### src/rtl/uart_rx_pkg.sv
// Shared definitions for the UART receive control path: FSM state encoding,
// default frame width and the oversampling ratios the bit timing supports.
package uart_rx_pkg;

   localparam int DATA_WIDTH_DEF = 8;
   localparam int PRESCALE_W_DEF = 6;

   localparam int PRESCALE_8  = 8;
   localparam int PRESCALE_16 = 16;
   localparam int PRESCALE_32 = 32;

   typedef enum logic [2:0] {
      IDLE   = 3'd0,
      START  = 3'd1,
      DATA   = 3'd2,
      PARITY = 3'd3,
      STOP   = 3'd4
   } state_t;

   function automatic logic prescale_legal(input int p);
      return (p == PRESCALE_8) || (p == PRESCALE_16) || (p == PRESCALE_32);
   endfunction

endpackage

### src/rtl/uart_rx_fsm_if.sv
// Control/status bundle between the UART RX FSM (master) and its datapath
// (sampler, deserializer, checkers). UART_RX_FRAME_ERR_CNT_EN adds frame_err_cnt.
interface uart_rx_fsm_if
   import uart_rx_pkg::*;
#(
   parameter int PRESCALE_W = PRESCALE_W_DEF
);
   logic                  rx_in;
   logic [PRESCALE_W-1:0] prescale;
   logic                  par_en;
   logic                  start_glitch;
   logic                  par_err;
   logic                  stop_err;
   logic [PRESCALE_W-1:0] edge_cnt;
   logic [3:0]            bit_cnt;
   logic                  sample_en;
   logic                  deser_en;
   logic                  start_chk_en;
   logic                  par_chk_en;
   logic                  stop_chk_en;
   logic                  err_clr;
   logic                  data_valid;
   logic                  busy;
`ifdef UART_RX_FRAME_ERR_CNT_EN
   logic [7:0]            frame_err_cnt;
`endif

   modport master (
      input  rx_in, prescale, par_en, start_glitch, par_err, stop_err,
      output edge_cnt, bit_cnt, sample_en, deser_en, start_chk_en,
             par_chk_en, stop_chk_en, err_clr, data_valid, busy
`ifdef UART_RX_FRAME_ERR_CNT_EN
      , output frame_err_cnt
`endif
   );

   modport slave (
      output rx_in, prescale, par_en, start_glitch, par_err, stop_err,
      input  edge_cnt, bit_cnt, sample_en, deser_en, start_chk_en,
             par_chk_en, stop_chk_en, err_clr, data_valid, busy
`ifdef UART_RX_FRAME_ERR_CNT_EN
      , input frame_err_cnt
`endif
   );

endinterface

### src/rtl/uart_rx_edge_bit_cnt.sv
// Oversample edge counter and frame bit counter for the UART RX FSM.
// bit_end marks the last oversample edge of the current bit.
module uart_rx_edge_bit_cnt
   import uart_rx_pkg::*;
#(
   parameter int PRESCALE_W = PRESCALE_W_DEF
) (
   input  logic                  clk,
   input  logic                  rst_n,
   input  logic [PRESCALE_W-1:0] prescale,
   input  logic                  cnt_en,
   input  logic                  bit_inc,
   input  logic                  cnt_clr,
   output logic [PRESCALE_W-1:0] edge_cnt,
   output logic [3:0]            bit_cnt,
   output logic                  bit_end
);

   assign bit_end = cnt_en && (edge_cnt == prescale - PRESCALE_W'(1));

   // NOTE: non-blocking assignments so both counters update from pre-edge values.
   always_ff @(posedge clk or negedge rst_n) begin
      if (!rst_n) begin
         edge_cnt <= '0;
         bit_cnt  <= '0;
      end else if (cnt_clr) begin
         edge_cnt <= '0;
         bit_cnt  <= '0;
      end else if (cnt_en) begin
         edge_cnt <= bit_end ? '0 : edge_cnt + PRESCALE_W'(1);
         if (bit_inc) begin
            bit_cnt <= bit_cnt + 4'd1;
         end
      end
   end

endmodule

### src/rtl/uart_rx_fsm.sv
// UART receive control FSM: start detection, bit timing, checker strobes and
// data_valid. Optional frame error counter under UART_RX_FRAME_ERR_CNT_EN.
module uart_rx_fsm
   import uart_rx_pkg::*;
#(
   parameter int DATA_WIDTH = DATA_WIDTH_DEF,
   parameter int PRESCALE_W = PRESCALE_W_DEF
) (
   input  logic           clk,
   input  logic           rst_n,
   uart_rx_fsm_if.master  bus
);

   state_t state, state_nxt;
   logic   par_en_q;
   logic   drop;
   logic   start_frame;
   logic   strobe;
   logic   bit_end;
   logic   bit_inc;
   logic   cnt_en;
   logic   cnt_clr;
   logic   deser_en, start_chk_en, par_chk_en, stop_chk_en, data_valid;

   assign cnt_en      = (state != IDLE);
   assign cnt_clr     = (state == IDLE);
   assign start_frame = (state == IDLE) && !bus.rx_in;
   // Checkers sample at edge prescale-2 so their registered flag is ready at bit end.
   assign strobe      = (bus.edge_cnt == bus.prescale - PRESCALE_W'(2));

   uart_rx_edge_bit_cnt #(
      .PRESCALE_W (PRESCALE_W)
   ) u_cnt (
      .clk      (clk),
      .rst_n    (rst_n),
      .prescale (bus.prescale),
      .cnt_en   (cnt_en),
      .bit_inc  (bit_inc),
      .cnt_clr  (cnt_clr),
      .edge_cnt (bus.edge_cnt),
      .bit_cnt  (bus.bit_cnt),
      .bit_end  (bit_end)
   );

   always_ff @(posedge clk or negedge rst_n) begin
      if (!rst_n) begin
         state    <= IDLE;
         par_en_q <= 1'b0;
         drop     <= 1'b0;
      end else begin
         state <= state_nxt;
         if (start_frame) begin
            par_en_q <= bus.par_en;
            drop     <= 1'b0;
         end else if ((state == PARITY) && bit_end && bus.par_err) begin
            drop <= 1'b1;
         end
      end
   end

   // NOTE: every output gets a default first, so no branch can infer a latch.
   always_comb begin
      state_nxt    = state;
      bit_inc      = 1'b0;
      deser_en     = 1'b0;
      start_chk_en = 1'b0;
      par_chk_en   = 1'b0;
      stop_chk_en  = 1'b0;
      data_valid   = 1'b0;
      case (state)
         IDLE: begin
            if (!bus.rx_in) state_nxt = START;
         end
         START: begin
            start_chk_en = strobe;
            if (bit_end) begin
               if (bus.start_glitch) begin
                  state_nxt = IDLE;
               end else begin
                  state_nxt = DATA;
                  bit_inc   = 1'b1;
               end
            end
         end
         DATA: begin
            deser_en = strobe;
            if (bit_end) begin
               if (bus.bit_cnt == 4'(DATA_WIDTH)) begin
                  state_nxt = par_en_q ? PARITY : STOP;
               end else begin
                  bit_inc = 1'b1;
               end
            end
         end
         PARITY: begin
            par_chk_en = strobe;
            if (bit_end) state_nxt = STOP;
         end
         STOP: begin
            stop_chk_en = strobe;
            if (bit_end) begin
               state_nxt  = IDLE;
               data_valid = !bus.stop_err && !drop;
            end
         end
         default: state_nxt = IDLE;
      endcase
   end

   assign bus.sample_en    = cnt_en;
   assign bus.busy         = cnt_en;
   assign bus.err_clr      = start_frame;
   assign bus.deser_en     = deser_en;
   assign bus.start_chk_en = start_chk_en;
   assign bus.par_chk_en   = par_chk_en;
   assign bus.stop_chk_en  = stop_chk_en;
   assign bus.data_valid   = data_valid;

`ifdef UART_RX_FRAME_ERR_CNT_EN
   logic       frame_drop;
   logic [7:0] frame_err_cnt;

   assign frame_drop = bit_end &&
                       (((state == START) && bus.start_glitch) ||
                        ((state == STOP) && (bus.stop_err || drop)));

   always_ff @(posedge clk or negedge rst_n) begin
      if (!rst_n) begin
         frame_err_cnt <= 8'd0;
      end else if (frame_drop && (frame_err_cnt != 8'hFF)) begin
         frame_err_cnt <= frame_err_cnt + 8'd1;
      end
   end

   assign bus.frame_err_cnt = frame_err_cnt;
`else
   // Without the counter, dropped frames are only visible as a missing data_valid.
`endif

endmodule

### src/flat_wrapper.sv
// flat-port wrapper written by rule: the top's interface ports become plain ports
module uart_rx_fsm_flat import uart_rx_pkg::*;
#(
   parameter int DATA_WIDTH = DATA_WIDTH_DEF,
   parameter int PRESCALE_W = PRESCALE_W_DEF
)
  (clk, rst_n, bus_rx_in, bus_prescale, bus_par_en, bus_start_glitch, bus_par_err, bus_stop_err, bus_edge_cnt, bus_bit_cnt, bus_sample_en, bus_deser_en, bus_start_chk_en, bus_par_chk_en, bus_stop_chk_en, bus_err_clr, bus_data_valid, bus_busy);
  uart_rx_fsm_if #(.PRESCALE_W(PRESCALE_W)) bus_i ();
  input  logic clk;
  input  logic rst_n;
  input wire logic [$bits(bus_i.rx_in)-1:0] bus_rx_in;
  input wire logic [$bits(bus_i.prescale)-1:0] bus_prescale;
  input wire logic [$bits(bus_i.par_en)-1:0] bus_par_en;
  input wire logic [$bits(bus_i.start_glitch)-1:0] bus_start_glitch;
  input wire logic [$bits(bus_i.par_err)-1:0] bus_par_err;
  input wire logic [$bits(bus_i.stop_err)-1:0] bus_stop_err;
  output wire logic [$bits(bus_i.edge_cnt)-1:0] bus_edge_cnt;
  output wire logic [$bits(bus_i.bit_cnt)-1:0] bus_bit_cnt;
  output wire logic [$bits(bus_i.sample_en)-1:0] bus_sample_en;
  output wire logic [$bits(bus_i.deser_en)-1:0] bus_deser_en;
  output wire logic [$bits(bus_i.start_chk_en)-1:0] bus_start_chk_en;
  output wire logic [$bits(bus_i.par_chk_en)-1:0] bus_par_chk_en;
  output wire logic [$bits(bus_i.stop_chk_en)-1:0] bus_stop_chk_en;
  output wire logic [$bits(bus_i.err_clr)-1:0] bus_err_clr;
  output wire logic [$bits(bus_i.data_valid)-1:0] bus_data_valid;
  output wire logic [$bits(bus_i.busy)-1:0] bus_busy;
  assign bus_i.rx_in = bus_rx_in;
  assign bus_i.prescale = bus_prescale;
  assign bus_i.par_en = bus_par_en;
  assign bus_i.start_glitch = bus_start_glitch;
  assign bus_i.par_err = bus_par_err;
  assign bus_i.stop_err = bus_stop_err;
  assign bus_edge_cnt = bus_i.edge_cnt;
  assign bus_bit_cnt = bus_i.bit_cnt;
  assign bus_sample_en = bus_i.sample_en;
  assign bus_deser_en = bus_i.deser_en;
  assign bus_start_chk_en = bus_i.start_chk_en;
  assign bus_par_chk_en = bus_i.par_chk_en;
  assign bus_stop_chk_en = bus_i.stop_chk_en;
  assign bus_err_clr = bus_i.err_clr;
  assign bus_data_valid = bus_i.data_valid;
  assign bus_busy = bus_i.busy;
  uart_rx_fsm #(.DATA_WIDTH(DATA_WIDTH), .PRESCALE_W(PRESCALE_W)) u_core (.clk(clk), .rst_n(rst_n), .bus(bus_i));
endmodule
### config.mk
export PLATFORM = sky130hd
export DESIGN_NAME = uart_rx_fsm_flat
export DESIGN_NICKNAME = d
export VERILOG_FILES = /design/src/rtl/uart_rx_pkg.sv /design/src/rtl/uart_rx_fsm_if.sv /design/src/rtl/uart_rx_edge_bit_cnt.sv /design/src/rtl/uart_rx_fsm.sv /design/src/flat_wrapper.sv
export SDC_FILE = /design/constraint.sdc
export NUM_CORES = 1
export LEC_CHECK = 0
export CAP_MARGIN = 20
export CORE_MARGIN = 5
export CORE_UTILIZATION = 40
export DETAILED_ROUTE_END_ITERATION = 6
export PLACE_DENSITY = 0.67
export SYNTH_ARGS = -nofsm -noshare
export SYNTH_HDL_FRONTEND = slang
export SYNTH_SLANG_ARGS = --single-unit
### constraint.sdc
create_clock -name clk -period 2.5 [get_ports clk]
set_input_delay 0.5 -clock clk [delete_from_list [all_inputs] [get_ports clk]]
set_output_delay 0.5 -clock clk [all_outputs]
set_load 0.02 [all_outputs]
==> results by group <==
Die
  – Die H: 64.08 um
  – DIE AREA: 0.004106 mm^2
  – # IOs: 31
  – Core area: 0.002781 mm^2
  – Die width: 64.08 um
  – Row cnt: 19
  – Initial core utilization: 42.06%

Critical path
  – Crit. End Element: output port
  – Startpoint types: primary input
  – Critical path data arrival time: 1.89 ns
  – Critical Path RT: 2.00 ns
  – Type of the worst setup path: in -> out
  – Peak fanout along the critical path: 5

Status
  – Status: complete, no violations

Drt
  – Post-route ant nets: 0
  – Initial drt markers: 64
  – Vias: 1141
  – # DRC: 0
  – Drt first pass iters: 4
  – WL final: 3061 um
  – Routed wire per std cell: 14.24 um
  – Via density: 5.307

Synthesis
  – Net Count, Synth: 148
  – Share of the synthesized area in the top cell type: 32.09%
  – Compound-Gate Fraction of Synth Area: 10.80%
  – Post-Synth XOR/XNOR Area: 10.37%
  – Synthesized area: 0.001170 mm^2
  – YS warnings: 0
  – Top post-synthesis cells by area: dfrtp_1 (32%), ha_1 (6.4%), xnor2_1 (6.0%)
  – Synth area leader: dfrtp_1
  – Post-synth EDFFs: 0
  – Synth cell count leaders: dfrtp_1 (15), nand2_1 (10), inv_1 (9), nor2_1 (9), xnor2_1 (8)
  – Main synth FF type: dfrtp_1
  – Synthesized netlist cell count: 129
  – Average size of a mapped cell: 9.069 um^2
  – Yosys reg bits: 15
  – Post-Synth Simple-Gate Area: 25.78%
  – Distinct cells, synth: 38
  – Count leader, synth: dfrtp_1
  – Mux cell area share after synthesis: 7.166%
  – Post-synth ARST share: 100.0%
  – Largest family of logic cells by synthesized area: simple AND/OR/NAND/NOR gates
  – Register area share after synthesis: 32.09%
  – Adder-cell share of the synthesized area: 6.417%

Timing
  – Final min period: 2.391 ns
  – Final max-slew violation count: 0
  – Period utilization: 95.62%
  – Worst-margin pin slew: 0.7008 ns
  – Max Fclk: 418.3 MHz
  – Final Hold Fails: 0
  – Final setup violation count: 0
  – Clock Skews: 0.007706 ns
  – TNS Setup: 0 ns
  – Worst slew margin: 53.14%

Clock tree
  – Clock Tree Root: clkbuf_4
  – Clk sinks: 15
  – CTS Buffer Depth: 2
  – Number of buffers created by CTS: 3
  – H-Tree Depth: 1
  – Clock Latency Late Sink: 0.29 ns
  – TritonCTS clock tree: yes
  – Worst-path clk slew: 0.09 ns

Layout
  – Fraction of layout cells with a size suffix above 1: 37.50%
  – ANT cells: 0
  – Nets: 204
  – Final Cell Area: 0.001804 mm^2
  – Area growth, synth to finish: 54.22%

Global routing
  – Vias in the first global route: 1164
  – Total GRT Usage: 15.62%
  – Largest net degree at the start of global routing: 16
  – First-pass GRT wire length: 5154 um
  – Gr ovfl total: 0
  – Initial antenna violation count: 0

Place
  – Port buffer count: 30
  – Hpwl dp: 2374 um
  – Placed instance area: 0.001637 mm^2
  – Gpl congestion: 0.8136

Pwr
  – Leak pwr: 0.7951 nW
  – P per Cell Area: 789.1 mW/mm^2
  – Worst VDD drop: 0.6190 mV

Min path
  – Min-delay worst type: reg -> reg

Job
  – Max-cap violation count: 0
cells in the final DEF, fill, tap and decap left out, types with 2 or more instances in the layout:
master,count
buf_4,31
clkdlybuf4s50_1,18
dfrtp_1,15
nand2_1,9
nor2_1,8
xnor2_1,7
nand3_1,7
inv_1,6
nor3_1,6
mux2i_1,5
xor2_1,4
nand2b_1,3
and3_1,3
nor3b_1,3
a31oi_1,3
ha_4,3
ha_1,3
clkbuf_4,3
nor3_2,2
nand3b_1,2
o211ai_1,2
a211oi_2,2
mux2_2,2
clkbuf_2,2
buf_6,2
buf_2,2
dlygate4sd2_1,2
clkdlybuf4s15_2,2
final timing paths:
path	from	end	slack, ns	cells after the start
max	bus_prescale[3]	bus_data_valid	0.11	8
min	u_core.u_cnt.bit_cnt[0]	u_core.u_cnt.bit_cnt[0]	0.54	1
min reg2reg	u_core.u_cnt.bit_cnt[0]	u_core.u_cnt.bit_cnt[0]	0.54	1
min in group asynchronous	rst_n	u_core.u_cnt.bit_cnt[3]	0.62	1
max in group asynchronous	rst_n	u_core.u_cnt.edge_cnt[4]	1.42	1
max reg2reg	u_core.u_cnt.edge_cnt[4]	u_core.u_cnt.bit_cnt[1]	0.62	8
layer usage:
metal  global-route usage, %  wire length [um]
met5                       0                 0
met4                   5.974                43
met3                   2.802               127
met2                   27.26              1590
met1                   18.86              1299
critical path: stages:
cell and delay [ns]:
buf_2 0.15, buf_4 0.17, nor3b_4 0.22, and3_1 0.17, o2111a_2 0.19, and2_4 0.14, nor4b_4 0.17, buf_4 0.18
per-stage QoR:
| stage | cells | hold slack (ns) | utilization [%] | total power [mW] | worst slack (ns) |
|---|---|---|---|---|---|
| after floorplan | 129 | 0.2044 | - | 0.8678 | 0.01636 |
| after global placement | 203 | 0.5225 | 58.84 | 1.196 | -0.9004 |
| after detailed placement | 203 | 0.5275 | 58.84 | 1.218 | -0.9563 |
| after CTS | 212 | 0.5435 | 63.02 | 1.392 | 0.007248 |
| after global routing | 215 | 0.5688 | 64.87 | 1.531 | -0.002550 |
| final | 215 | 0.5395 | 64.87 | 1.424 | 0.1095 |
power breakdown:
group,switching [mW],internal [mW],total (mW)
Clock,0.0798,0.0620,0.142
Sequential,0.0779,0.312,0.390
Combinational,0.443,0.449,0.892
registers in the layout (all words and copies together), names as in the netlist:
name                   flops
u_core.u_cnt.bit_cnt       4
u_core.state               3
u_core.drop                1
u_core.u_cnt.edge_cnt      6
u_core.par_en_q            1
logic make-up (layout without fill, tap and decap cells):
kind of cell / Yosys count / count (layout)
AOI/OAI and AO/OA: 16 / 16
xor gates and xnor gates: 13 / 13
adders and majority gates: 6 / 6
buffers and inverters: 17 / 72
DFF: 15 / 15
muxes: 8 / 8
and+or+nand+nor: 54 / 54
cell type report:
cell class                 instances  area [um^2]
clock buffer                       4        26.28
inverter                           9        41.29
multi-input combinational         97        827.0
tap                               31        38.79
fill                             228        977.2
timing repair buffer              59        495.5
sequential                        15        375.4
what timing repair did:
action	4_1_cts	5_1_grt
resized for setup	51	16
setup buffers	6	3
hold buffers	0	0
pin swaps	10	5
endpoints found under the setup margin	6	2
Note: power is estimated with default switching activity, not from simulation.
